$ cat src/rtl/button_debounce.sv
// button_debounce
//   Synchronises one raw push-button, qualifies press and release over
//   STABLE_TICKS sample strobes, and generates auto-repeat events while the
//   button is held.
//
// Ports
//   clk            system clock
//   rst_n          asynchronous, active-low reset
//   tick           1-cycle sample strobe (1 ms period in system)
//   btn_raw        raw, asynchronous, bouncing button (1 = pressed)
//   btn_level      debounced button state
//   press_pulse    1-cycle strobe: press accepted
//   release_pulse  1-cycle strobe: release accepted
//   repeat_pulse   1-cycle strobe: auto-repeat while held
module button_debounce #(
  parameter int unsigned STABLE_TICKS = 20,
  parameter int unsigned HOLD_TICKS   = 500,
  parameter int unsigned REPEAT_TICKS = 100,
  parameter int unsigned CNT_W        = 10
) (
  input  logic clk,
  input  logic rst_n,
  input  logic tick,
  input  logic btn_raw,
  output logic btn_level,
  output logic press_pulse,
  output logic release_pulse,
  output logic repeat_pulse
);

  localparam logic [CNT_W-1:0] STABLE_LAST = CNT_W'(STABLE_TICKS - 1);
  localparam logic [CNT_W-1:0] HOLD_LAST   = CNT_W'(HOLD_TICKS - 1);
  localparam logic [CNT_W-1:0] REPEAT_LAST = CNT_W'(REPEAT_TICKS - 1);

  typedef enum logic [2:0] {
    REL   = 3'd0,
    P_CHK = 3'd1,
    HOLD  = 3'd2,
    RPT   = 3'd3,
    R_CHK = 3'd4
  } state_t;

  state_t           state;
  logic [1:0]       sync;
  logic [CNT_W-1:0] cnt;
  logic             rpt_f;   // repeat already started during this press
  logic             btn_s;

  assign btn_s = sync[1];

  // A disagreeing btn_s is tested before tick in every state, so an abort
  // always wins over a coincident strobe.
  always_ff @(posedge clk or negedge rst_n) begin
    if (!rst_n) begin
      sync          <= '0;
      state         <= REL;
      cnt           <= '0;
      rpt_f         <= 1'b0;
      btn_level     <= 1'b0;
      press_pulse   <= 1'b0;
      release_pulse <= 1'b0;
      repeat_pulse  <= 1'b0;
    end else begin
      sync          <= {sync[0], btn_raw};
      press_pulse   <= 1'b0;
      release_pulse <= 1'b0;
      repeat_pulse  <= 1'b0;

      case (state)
        REL: begin
          if (btn_s) begin
            state <= P_CHK;
            cnt   <= '0;
          end
        end

        P_CHK: begin
          if (!btn_s) begin
            state <= REL;
            cnt   <= '0;
          end else if (tick) begin
            if (cnt == STABLE_LAST) begin
              state       <= HOLD;
              cnt         <= '0;
              rpt_f       <= 1'b0;
              press_pulse <= 1'b1;
              btn_level   <= 1'b1;
            end else begin
              cnt <= cnt + CNT_W'(1);
            end
          end
        end

        HOLD: begin
          if (!btn_s) begin
            state <= R_CHK;
            cnt   <= '0;
          end else if (tick) begin
            if (cnt == HOLD_LAST) begin
              state        <= RPT;
              cnt          <= '0;
              rpt_f        <= 1'b1;
              repeat_pulse <= 1'b1;
            end else begin
              cnt <= cnt + CNT_W'(1);
            end
          end
        end

        RPT: begin
          if (!btn_s) begin
            state <= R_CHK;
            cnt   <= '0;
          end else if (tick) begin
            if (cnt == REPEAT_LAST) begin
              cnt          <= '0;
              repeat_pulse <= 1'b1;
            end else begin
              cnt <= cnt + CNT_W'(1);
            end
          end
        end

        R_CHK: begin
          if (btn_s) begin
            // Release rejected: resume where the press left off, timing restarts.
            state <= rpt_f ? RPT : HOLD;
            cnt   <= '0;
          end else if (tick) begin
            if (cnt == STABLE_LAST) begin
              state         <= REL;
              cnt           <= '0;
              release_pulse <= 1'b1;
              btn_level     <= 1'b0;
            end else begin
              cnt <= cnt + CNT_W'(1);
            end
          end
        end

        default: begin
          state <= REL;
          cnt   <= '0;
        end
      endcase
    end
  end

endmodule

$ cat config.mk
export PLATFORM = sky130hd
export DESIGN_NAME = button_debounce
export DESIGN_NICKNAME = d
export VERILOG_FILES = /design/src/rtl/button_debounce.sv
export SDC_FILE = /design/constraint.sdc
export NUM_CORES = 1
export LEC_CHECK = 0
export ABC_AREA = 1
export CORE_ASPECT_RATIO = 1.2
export CORE_MARGIN = 2
export CORE_UTILIZATION = 63
export CTS_BUF_LIST = sky130_fd_sc_hd__clkbuf_8
export CTS_CLUSTER_DIAMETER = 100
export DETAILED_ROUTE_END_ITERATION = 8
export PLACE_DENSITY_LB_ADDON = 0.2
export SYNTH_ARGS = -nofsm -noshare
export SYNTH_HDL_FRONTEND = slang
export SYNTH_SLANG_ARGS = --single-unit
$ cat constraint.sdc
create_clock -name clk -period 2.35 [get_ports clk]
set_input_delay 0.47 -clock clk [delete_from_list [all_inputs] [get_ports clk]]
set_output_delay 0.47 -clock clk [all_outputs]
set_load 0.02 [all_outputs]
Yosys cells after proc, flatten, opt, wreduce, memory -nomap -nowiden
Index checks and enable logic that the tools add are counted.
{ "totals": {"register_bits": 20, "latchBits": 0, "ramBits": 0, "mem_bits_ro": 0, "wordCells": 91, "memories": 0} }
{ "op_classes": {"addsub": 1, "multipliers": 0, "div": 0, "order_cmp": 0, "eq_ne": 25, "n_shift": 0, "muxes": 50, "bitwise_logic": 0, "reduce_logical": 7} }
{ "op_table": {"columns": ["operator", "n"], "rows": [
  ["10-bit 2-to-1 mux", 11],
  ["10-bit case mux with 5 select lines", 1],
  ["3-bit 2-to-1 mux", 11],
  ["1-bit 2-to-1 mux", 23],
  ["2-bit inequality test (second input constant)", 11],
  ["3-bit inequality test (second input constant)", 7],
  ["3-bit case mux with 5 select lines", 1],
  ["7-bit AND reduction", 2],
  ["10-bit by 1-bit adder with 10-bit output (second input constant)", 1],
  ["10-bit by 5-bit equality test with 1-bit output (second input constant)", 1],
  ["10-bit by 7-bit equality test with 1-bit output (second input constant)", 1],
  ["10-bit by 9-bit equality test with 1-bit output (second input constant)", 1],
  ["8-bit AND reduction", 1],
  ["3-bit by 2-bit equality test with 1-bit output (second input constant)", 2],
  ["1-bit case mux with 2 select lines", 3],
  ["2-bit nonzero test", 2],
  ["3-bit by 1-bit equality test with 1-bit output (second input constant)", 1],
  ["3-bit equality test (second input constant)", 1],
  ["3-bit zero test", 1],
  ["3-bit AND reduction", 1]
]} }

Depth between registers and ports, before layout
{ "depth": {"depth_word": 5, "mapped_depth": 11, "depth_no_buf": 10} }

Worst setup path after synthesis
Ideal clock, no wire load.
{ "synth_path": {"path_type": "register to register", "startpoint": "register cnt[0]", "endpoint": "register cnt[2]", "setup_ns": 0.117, "t_arrival_ns": 1.359, "required_ns": 2.233, "setup_slack_ns": 0.873, "stages_incl_launch_ff": 11, "path_buffers": 0, "synth_period_minus_slack_ns": 1.477, "path_cell_list": "dfrtp_1 -> ha_1 -> nand2_1 -> nor2_1 -> nand3_1 -> nand2_1 -> nand2_1 -> nor2_2 -> nor2_2 -> nand3_1 -> nand2_1"} }
{ "synth_between": {"elab_chain_len": 5, "elab_cells_between_ends": 15, "cone_classes": "add/sub (1); eq/ne (3); mux (11)"} }
{ "synth_lines": {"columns": ["item", "line", "rtl"], "rows": [
  ["start: declaration", "45", "logic [CNT_W-1:0] cnt;"],
  ["start signal: assignment", "89", "cnt <= cnt + CNT_W'(1);"],
  ["start signal: assignment", "105", "cnt <= cnt + CNT_W'(1);"],
  ["start signal: assignment", "119", "cnt <= cnt + CNT_W'(1);"],
  ["10-bit by 1-bit adder with 10-bit output, or another cell as far along", null, null],
  ["10-bit 2-to-1 mux (on tied branches)", null, null],
  ["10-bit 2-to-1 mux (on tied branches)", "129, 114, 98", null],
  ["10-bit 2-to-1 mux (on tied branches)", null, null],
  ["10-bit case mux with 5 select lines *", "69", "case (state)"]
]} }
Every way passes the cells marked *; elsewhere a longest branch is shown, timed or not. The select of a mux whose other input is x is not followed.
A chain may end at the register's enable or synchronous reset.

Worst setup path in the final report
{ "layout_path": {"startpoint": "register cnt[0]", "endpoint": "register cnt[9]"} }
Same word-level chain as after synthesis.

==> impl_results.md <==
* Status: finished, final reports clean
* Master of the slowest instance on the critical path: dfrtp_1
* Syn Inst Count at 201
* Switching power total at 0.579 mW
* Max incr delay on CP at 0.39 ns
* DP Worst Slack at 0.287 ns
* DIE AREA at 2520 um^2
* Rel. slew slack at 75.7%
* Most frequent CP cell: nand2_1
* Routability cong. at 0.903
* Clock buffer count from CTS at 3
* DIE WIDTH at 46.2 um
* Crit path DAT at 2.08 ns
* CP Max Fanout at 5
* #FFs+latches synth at 20
* DP Wirelength at 2270 um
* Critical Path, Cell by Cell: ha_1 > nand2_1 > nor2_1 > nand3_1 > nand2_1 > nand2_1 > nor2_2 > nor2_2 > nand3_1 > nand2_1
* CP Capture Type: flop
* Combinational Power Share at 41.5%
* Synth top area share at 37.2%
* Hold Path Class: reg -> reg
* Net Sw Frac at 41.8%
* Filler cell count at 155
* Final setup vio count at 0
* Clock power share at 24.9%
* Via count at 1355
* Io pins at 8
* Yosys cell types at 25
* GRT overflow at 0
* Sink Count at 20
* Clk root buf: clkbuf_8
* Sequential cell area fraction in the yosys report at 37.2%
* P&R area growth vs syn at 12.8%
* # port buffers at 7
* Num rows at 18
* Final hold vios at 0
* Initial drt markers at 70
* Total GRT Usage at 29.1%
* Inserted Diodes at 0
* Async S/R FF share, synth at 100%
* Leakage dissipation at 0.797 nW
* Fmax at 0.520 GHz
* Core area at 2050 um^2
* ANT nets after route at 0
* Starting Density at 65.6%
* List of most frequent post-synthesis cells: nand2_1, inv_1, nand3_1, nor2_1, dfrtp_1
* Initial antenna violation count at 0
* Minimum clock period at 1.92 ns
* Max-Cap Viols at 0
* Buf/Inv on CP at 0
* DRC at 0
* Post-route cell area at 1520 um^2
* Avg WL per Cell at 13.2 um
* Mapped Avg Cell Area at 6.69 um^2
* CP top delay family: simple AND/OR/NAND/NOR gates
* Total length of routed wires at 3180 um
* Area leader, netlist: dfrtp_1
* Post_cts resized at 0
* Clock tree buffer depth at 2
* Critical path launch point type: flop
* Post-Syn Area at 1350 um^2
* Area post-placement at 1450 um^2
* VDD IR max at 648 uV
* H-tree Lvls at 1
* Top-count cell post-synth: nand2_1
* Mapped Nets at 206
* CP required at 2.51 ns
* Final Non-Filler Cells at 241
* CTS tree: yes
* Clk slew on worst S/H paths at 0.07 ns
* Post-CTS setup buffer count at 0
* TNS Setup at 0 ns
* Nets at 217
* First-pass GRT wire length at 5250 um
* Layout cell share with drive strength beyond 1 at 9.48%
* Sequential fraction of design power at 33.6%
* Die Height at 54.6 um
* Fin. max-slew vios at 0
* Synth warn at 0
* # hold bufs at CTS at 0
* DR vias/cell at 5.62
* 1st-pass router iterations at 5
* Largest net degree at the start of global routing at 21
* Final Skew at 0.00336 ns
* Unrepaired setup endpoints after global routing: no
* Clk_lat worst skew at 0.26 ns
* Vias in the first global route at 1310
* Crit share post-route at 81.8%
* Placed Instances at 237
* Power density over the cells at 912 nW/um^2
* Synth top area cells: dfrtp_1, nand2_1, inv_1
* Worst Tran Pin Value at 0.363 ns
* Post-synth top flop: dfrtp_1
* Cell-internal power at 0.805 mW
* EDFF count, synth at 0
* Crit path kind: reg -> reg
* Final WS setup at 0.428 ns
[area by class of cell]
class,instances,area (um^2),area share [%]
clock buffers,3,41.3,2.72
clock inverters,1,30.0,1.98
inverters,33,124,8.16
multi-input cells,145,699,46.1
flip-flops and latches,20,500,33.0
well taps,30,37.5,2.47
repair buffers,9,85.1,5.61
[power groups by stage]
stage,Sequential [mW],Combinational [mW],Clock [mW]
detailed placement,0.470,0.554,0
global route,0.475,0.646,0.371
floorplan,0.439,0.451,0
CTS,0.464,0.566,0.352
finish,0.465,0.575,0.345
global placement,0.467,0.538,0
[layout by cell type (no fill, tap or decap), drive strengths merged, types with 2 or more instances in the layout]
cell type       n
o21ai          18
nor2           26
dfrtp          20
o211ai          3
a21oi           5
inv            33
clkdlybuf4s50   7
nand3          22
clkbuf          3
buf             2
nand2          63
nor3            2
[registers in the layout (all words and copies together), names as in the netlist]
signal	count
cnt	10
state	3
sync	2
btn_level	1
press_pulse	1
release_pulse	1
repeat_pulse	1
rpt_f	1
[kinds of logic after synthesis]
logic type | count (synthesis) | share of synthesized area [%]
flops | 20 | 37.2
simple gates | 114 | 38.0
buf+inv | 36 | 10.8
fa+ha+maj | 1 | 0.930
compound gates | 30 | 13.1
[routing by layer]
| metal | up-vias | routed length [um] | GRT usage [%] |
|---|---|---|---|
| met3 | 16 | 185 | 4.95 |
| met5 | - | 0 | 0 |
| met1 | 618 | 1210 | 32.2 |
| li1 | 655 | - | - |
| met2 | 66 | 1660 | 50.5 |
| met4 | 0 | 118 | 18.6 |
[stage by stage]
stage               total power, mW  util [%]  hold slack [ns]
floorplan                     0.890         -            0.174
global placement               1.01      70.6            0.336
detailed placement             1.02      70.6            0.338
CTS                            1.38      74.1            0.355
global route                   1.49      74.1            0.386
finish                         1.38      74.1            0.354
[path summary, 6_finish.rpt]
| check | startpoint | to | slack (ns) | cells after the start |
|---|---|---|---|---|
| worst min register to register | sync[0] | sync[1] | 0.35 | 0 |
| worst max-delay path | cnt[0] | cnt[9] | 0.43 | 10 |
| worst max register to register | cnt[0] | cnt[9] | 0.43 | 10 |
| min in group asynchronous | rst_n | rpt_f | 0.55 | 2 |
| worst min-delay path | sync[0] | sync[1] | 0.35 | 0 |
| max in group asynchronous | rst_n | sync[1] | 1.59 | 2 |
Note: power is estimated with default switching activity, not from simulation.
==> patch 1, RTL diff (same settings) <==
Make the reset (`rst_n`) synchronous in one clocked block. Comments in the files are not updated.
--- a/src/rtl/button_debounce.sv
+++ b/src/rtl/button_debounce.sv
@@ -52,3 +52,3 @@
   // always wins over a coincident strobe.
-  always_ff @(posedge clk or negedge rst_n) begin
+  always_ff @(posedge clk) begin
     if (!rst_n) begin
Function: same outputs for any inputs over 10 cycles, from zero or initial values and one cycle with rst_n low; that may be too few to reach the edited logic, so the function may still have changed.
==> patch 1 against the unedited design <==
  * Cell count up 4.6%
  * Cell area rose by 4.1%
  * Worst setup slack gained 0.040 ns
  * Hold slack gained 0.063 ns
  * Synthesized area grew 5.8%
  * Register-to-register slack better by 0.07 ns
  * Synthesized cell count rose by 6.5%
  * Non-clock buffer count unchanged
  * Wire length grew 8.6%
  * Sequential cell count unchanged
  * Count of clock-buffer cells in the layout unchanged
  * Sequential share of layout area shrank 7.6 points
  * Critical path type is now in -> reg
  * Critical endpoint is now cnt[6]$_SDFFE_PN0P_
Power is not compared: it rests on default switching activity, and its combinational part moved more than twofold at a synthesized area within 25%.
==> patch 1: results (changes against the unedited design) <==
Hold EP: sync[1]$_SDFF_PN0_
critical path fanouts, max: 8 (+3)
synth top area cells: dfxtp_1 28%, nand2_1 15%, inv_1 6.6%
top_reg_cell synth: dfxtp_1
DRT iter0 DRCs: 83 (+19%)
first-pass GRT wire length: 5568 um (+6.1%)
vias in the first global route: 1317 (+0.53%)
status: finished, final reports clean
commonest cells in the netlist: 57 x nand2_1, 25 x inv_1, 21 x nor2_1
Pre-antenna DRT Iters: 6 (+1)
CTS resizes: 0 (unchanged)
Final Net Count: 228 (+5.1%)
relative slew slack: 71.91% (-3.8 points)
CP max stage cell: clkdlybuf4s50_1
area post-placement: 1509 sq um (+4.3%)
leakage: 0.6573 nW
Hold Startpoint: sync[0]$_SDFF_PN0_
WHS Path Cells: 2 (+2)
FFs w/ async S/R, synth: 0% (-100 points)
R2R Path End: cnt[6]$_SDFFE_PN0P_
GRT Overall Usage: 28.59% (-0.53 points)
gp weighted congestion: 0.9381 (+3.9%)
largest net degree at the start of global routing: 13 (-38%)
R2R depth: 8 (-2)
Reg2Reg Launch Point: cnt[0]$_SDFFE_PN0P_
Seq/Total Area, Yosys: 28.14% (-9.1 points)
dpl hpwl: 2579 um (+14%)
Post-Synthesis Cells: 214 (+6.5%)
share of layout cells above drive strength 1: 18.02% (+8.5 points)
Unique masters post-synth: 34 (+36%)
H-tree levels: 1 (unchanged)
Crit. Startpoint: tick
Crit path max-delay family: buffers and inverters
Routed WL: 3448 um (+8.6%)
Reg2Reg Setup Slack: 0.50 ns (+0.07 ns)
DR vias/cell: 5.750 (+2.3%)
kind of critical path: in -> reg
CP peak stage delay: 0.52 ns (+0.13 ns)
Clock Skew: 0.004116 ns (+0.0007560 ns)
critical path arrival: 2.05 ns (-0.03 ns)
initial antenna violation count: 0 (unchanged)
hold_ws: 0.4174 ns (+0.06294 ns)
Post-Syn Nets: 219 (+6.3%)
-- patch 1: kinds of logic (layout without fill, tap and decap cells) --
| logic type | Yosys count | after routing | share of synthesized area (%) |
|---|---|---|---|
| AOI/OAI and AO/OA | 34 | 34 | 14.86 |
| and+or+nand+nor | 120 | 120 | 43.54 |
| buffers and inverters | 36 | 44 | 10.73 |
| DFF | 20 | 20 | 28.14 |
| xor gates and xnor gates | 3 | 3 | 1.847 |
| adders and majority gates | 1 | 1 | 0.8794 |
-- patch 1: metrics by stage --
stage / utilization, % / setup WS, ns / instances
2_1_floorplan: - / 0.8083 / 214
3_3_place_gp: 72.04 / 0.3627 / 248
3_5_place_dp: 72.04 / 0.2565 / 248
4_1_cts: 75.45 / 0.5048 / 252
5_1_grt: 75.45 / 0.3299 / 252
6_report: 75.45 / 0.4678 / 252
-- patch 1: final cells by class --
cell class | instances | area, sq um
Inverter | 31 | 116.4
Sequential cell | 20 | 400.4
Clock buffer | 3 | 41.29
Fill cell | 172 | 514.2
Multi-Input combinational cell | 158 | 869.6
Tap cell | 30 | 37.54
Timing Repair Buffer | 9 | 85.08
Clock inverter | 1 | 30.03
-- patch 1: power groups by stage --
stage / Sequential, mW / Combinational, mW / Clock [mW]
finish: 0.354 / 0.132 / 0.346
detailed placement: 0.362 / 0.128 / 0
CTS: 0.354 / 0.130 / 0.348
floorplan: 0.355 / 0.109 / 0
global route: 0.355 / 0.145 / 0.363
global placement: 0.362 / 0.123 / 0
-- patch 1: layer usage --
metal	part of all wire [%]	routed length, um	vias up	GRT usage, %
met3	5.8	200	24	5.519
met2	52	1782	54	49.61
li1	-	-	703	-
met4	4.0	139	0	13.89
met1	38	1325	668	30.72
met5	0	0	-	0
==> patch 2, RTL diff (config.mk and constraints unchanged) <==
Made on the original files. Set the parameter `CNT_W` to 20 (it was 10).
--- a/src/rtl/button_debounce.sv
+++ b/src/rtl/button_debounce.sv
@@ -18,3 +18,3 @@
   parameter int unsigned REPEAT_TICKS = 100,
-  parameter int unsigned CNT_W        = 10
+  parameter int unsigned CNT_W        = 20
 ) (
Check against the original RTL: no difference found for any inputs over 10 cycles, from zero or initial values and one cycle with rst_n low; that may be too few to reach the edited logic, so the function may still have changed.
==> patch 2 against the unedited design <==
  * Wire length rose by 77%
  * Critical path depth is the same
  * Global-route usage fell by 0.45 points
  * Clock power increased by 28%
  * Sequential power grew 49%
  * Worst setup slack better by 0.044 ns
  * Total power grew 44%
  * Cell area rose by 67%
  * Synthesized area is 76% higher
  * Sequential cell count increased by 10
  * Critical endpoint is now cnt[18]$_DFFE_PN0P_
  * Largest cell class unchanged
==> patch 2: results (changes against the unedited design) <==
CP peak stage delay: 0.44 ns (+0.05 ns)
Clock Skew: 0.005152 ns (+0.001792 ns)
root buffer cell: clkbuf_8
H-tree levels: 2 (+1)
wire per inst: 13.00 um (-1.4%)
leakage: 1.269 nW (+59%)
mux cell area share after synthesis: 0.4228% (+0.42 points)
biggest regs: cnt x20, state x3, sync x2
synth top area cells: dfrtp_1 32%, nand2_1 21%, nor2_1 8.9%
Seq/Total Area, Yosys: 31.71% (-5.5 points)
status: finished, final reports clean
Unique masters post-synth: 35 (+40%)
hold_ws: 0.3565 ns (+0.002103 ns)
CP endpoint: cnt[18]$_DFFE_PN0P_
Post CTS Setup Buffer Count: 0 (unchanged)
I/O Buffers: 7 (unchanged)
relative slew slack: 73.09% (-2.6 points)
WHS Path Cells: 0 (unchanged)
gp weighted congestion: 0.9001 (-0.31%)
commonest cells in the netlist: 130 x nand2_1, 56 x nor2_1, 31 x inv_1
first-pass GRT wire length: 9453 um (+80%)
DRT iter0 DRCs: 160 (+130%)
FFs w/ async S/R, synth: 100.0% (unchanged)
largest family of logic cells by synthesized area: simple AND/OR/NAND/NOR gates
GRT Overall Usage: 28.66% (-0.45 points)
fillers: 333 (+110%)
worst hold path class: reg -> reg
Hold EP: sync[1]$_DFF_PN0_
CTS clock-pin slew for the worst setup and hold paths: 0.07 ns (about the same)
dpl hpwl: 4043 um (+78%)
Adder-Cell Fraction of Synth Area: 0.5285% (-0.40 points)
share of layout cells above drive strength 1: 11.05% (+1.6 points)
n_diodes: 0 (unchanged)
number of flip-flops in the largest register: 20 (+10)
Crit. Startpoint: cnt[0]$_DFFE_PN0P_
Hold Startpoint: sync[0]$_DFF_PN0_
VDD IR max: 0.0004297 V (-34%)
Synth Area in Compound Gates: 9.197% (-3.9 points)
Setup TNS: 0 ns (unchanged)
Synth Area in XOR/XNOR: 2.960% (+3.0 points)
TritonCTS buffer count: 5 (+2)
vias in the first global route: 2104 (+61%)
critical path arrival: 2.06 ns (-0.02 ns)
largest net degree at the start of global routing: 31 (+48%)
critical path fanouts, max: 15 (+10)
Pre-antenna DRT Iters: 5 (unchanged)
Clock Latency Late Sink: 0.28 ns (+0.02 ns)
Post-Syn Nets: 380 (+84%)
CP max stage cell: dfrtp_1
routed vias: 2324 (+72%)
Reg2Reg Setup Slack: 0.47 ns (+0.04 ns)
Synth Warn #: 0 (unchanged)
Longest Clk Path Bufs: 2 (unchanged)
-- patch 2: cell types whose count changed after synthesis, sizes merged, moves of 2 or more --
cell and change:
o211ai -3, xor2 +6, nand2 +78, a21oi +8, nand4 +6, clkbuf +3
nor2 +38, xnor2 +2, o21ai +5, buf +8, dfrtp +10, inv +5
nor3 +3
-- patch 2: stage by stage --
| stage | instance area, sq um | worst slack [ns] | std cells | total power [mW] |
|---|---|---|---|---|
| finish | 2537 | 0.4723 | 432 | 2.000 |
| global route | 2537 | 0.3238 | 432 | 2.145 |
| CTS | 2537 | 0.4969 | 432 | 1.996 |
| detailed placement | 2442 | 0.3114 | 424 | 1.553 |
| global placement | 2442 | 0.3170 | 424 | 1.540 |
| floorplan | 2367 | 0.8100 | 375 | 1.368 |
-- patch 2: where the power goes --
part	internal, mW	switching [mW]	leakage, nW
logic	0.270	0.597	0.823
registers	0.579	0.114	0.399
clock network	0.235	0.206	0.0472
-- patch 2: worst reg2reg max path, cell delays in order, from the launching register on --
cell,delay (ns)
dfrtp_1,0.44
ha_1,0.24
nand2_1,0.13
nor2_4,0.19
nand3_1,0.15
nand2_2,0.14
nand2_4,0.14
inv_1,0.15
nand2_1,0.08
nand3_1,0.08
nand2_1,0.05
-- patch 2: layout make-up --
class | instances | share of cell area [%]
inverters | 38 | 5.720
clock buffers | 6 | 3.254
repair buffers | 11 | 3.945
clock inverters | 2 | 0.4931
multi-input cells | 293 | 54.44
flip-flops and latches | 30 | 29.59
well taps | 52 | 2.564
-- patch 2: metal layers --
metal | global-route usage, % | share of wire [%]
met1 | 36.93 | 43
met2 | 48.07 | 50
met3 | 4.753 | 4.5
met4 | 9.136 | 1.9
met5 | 0 | 0
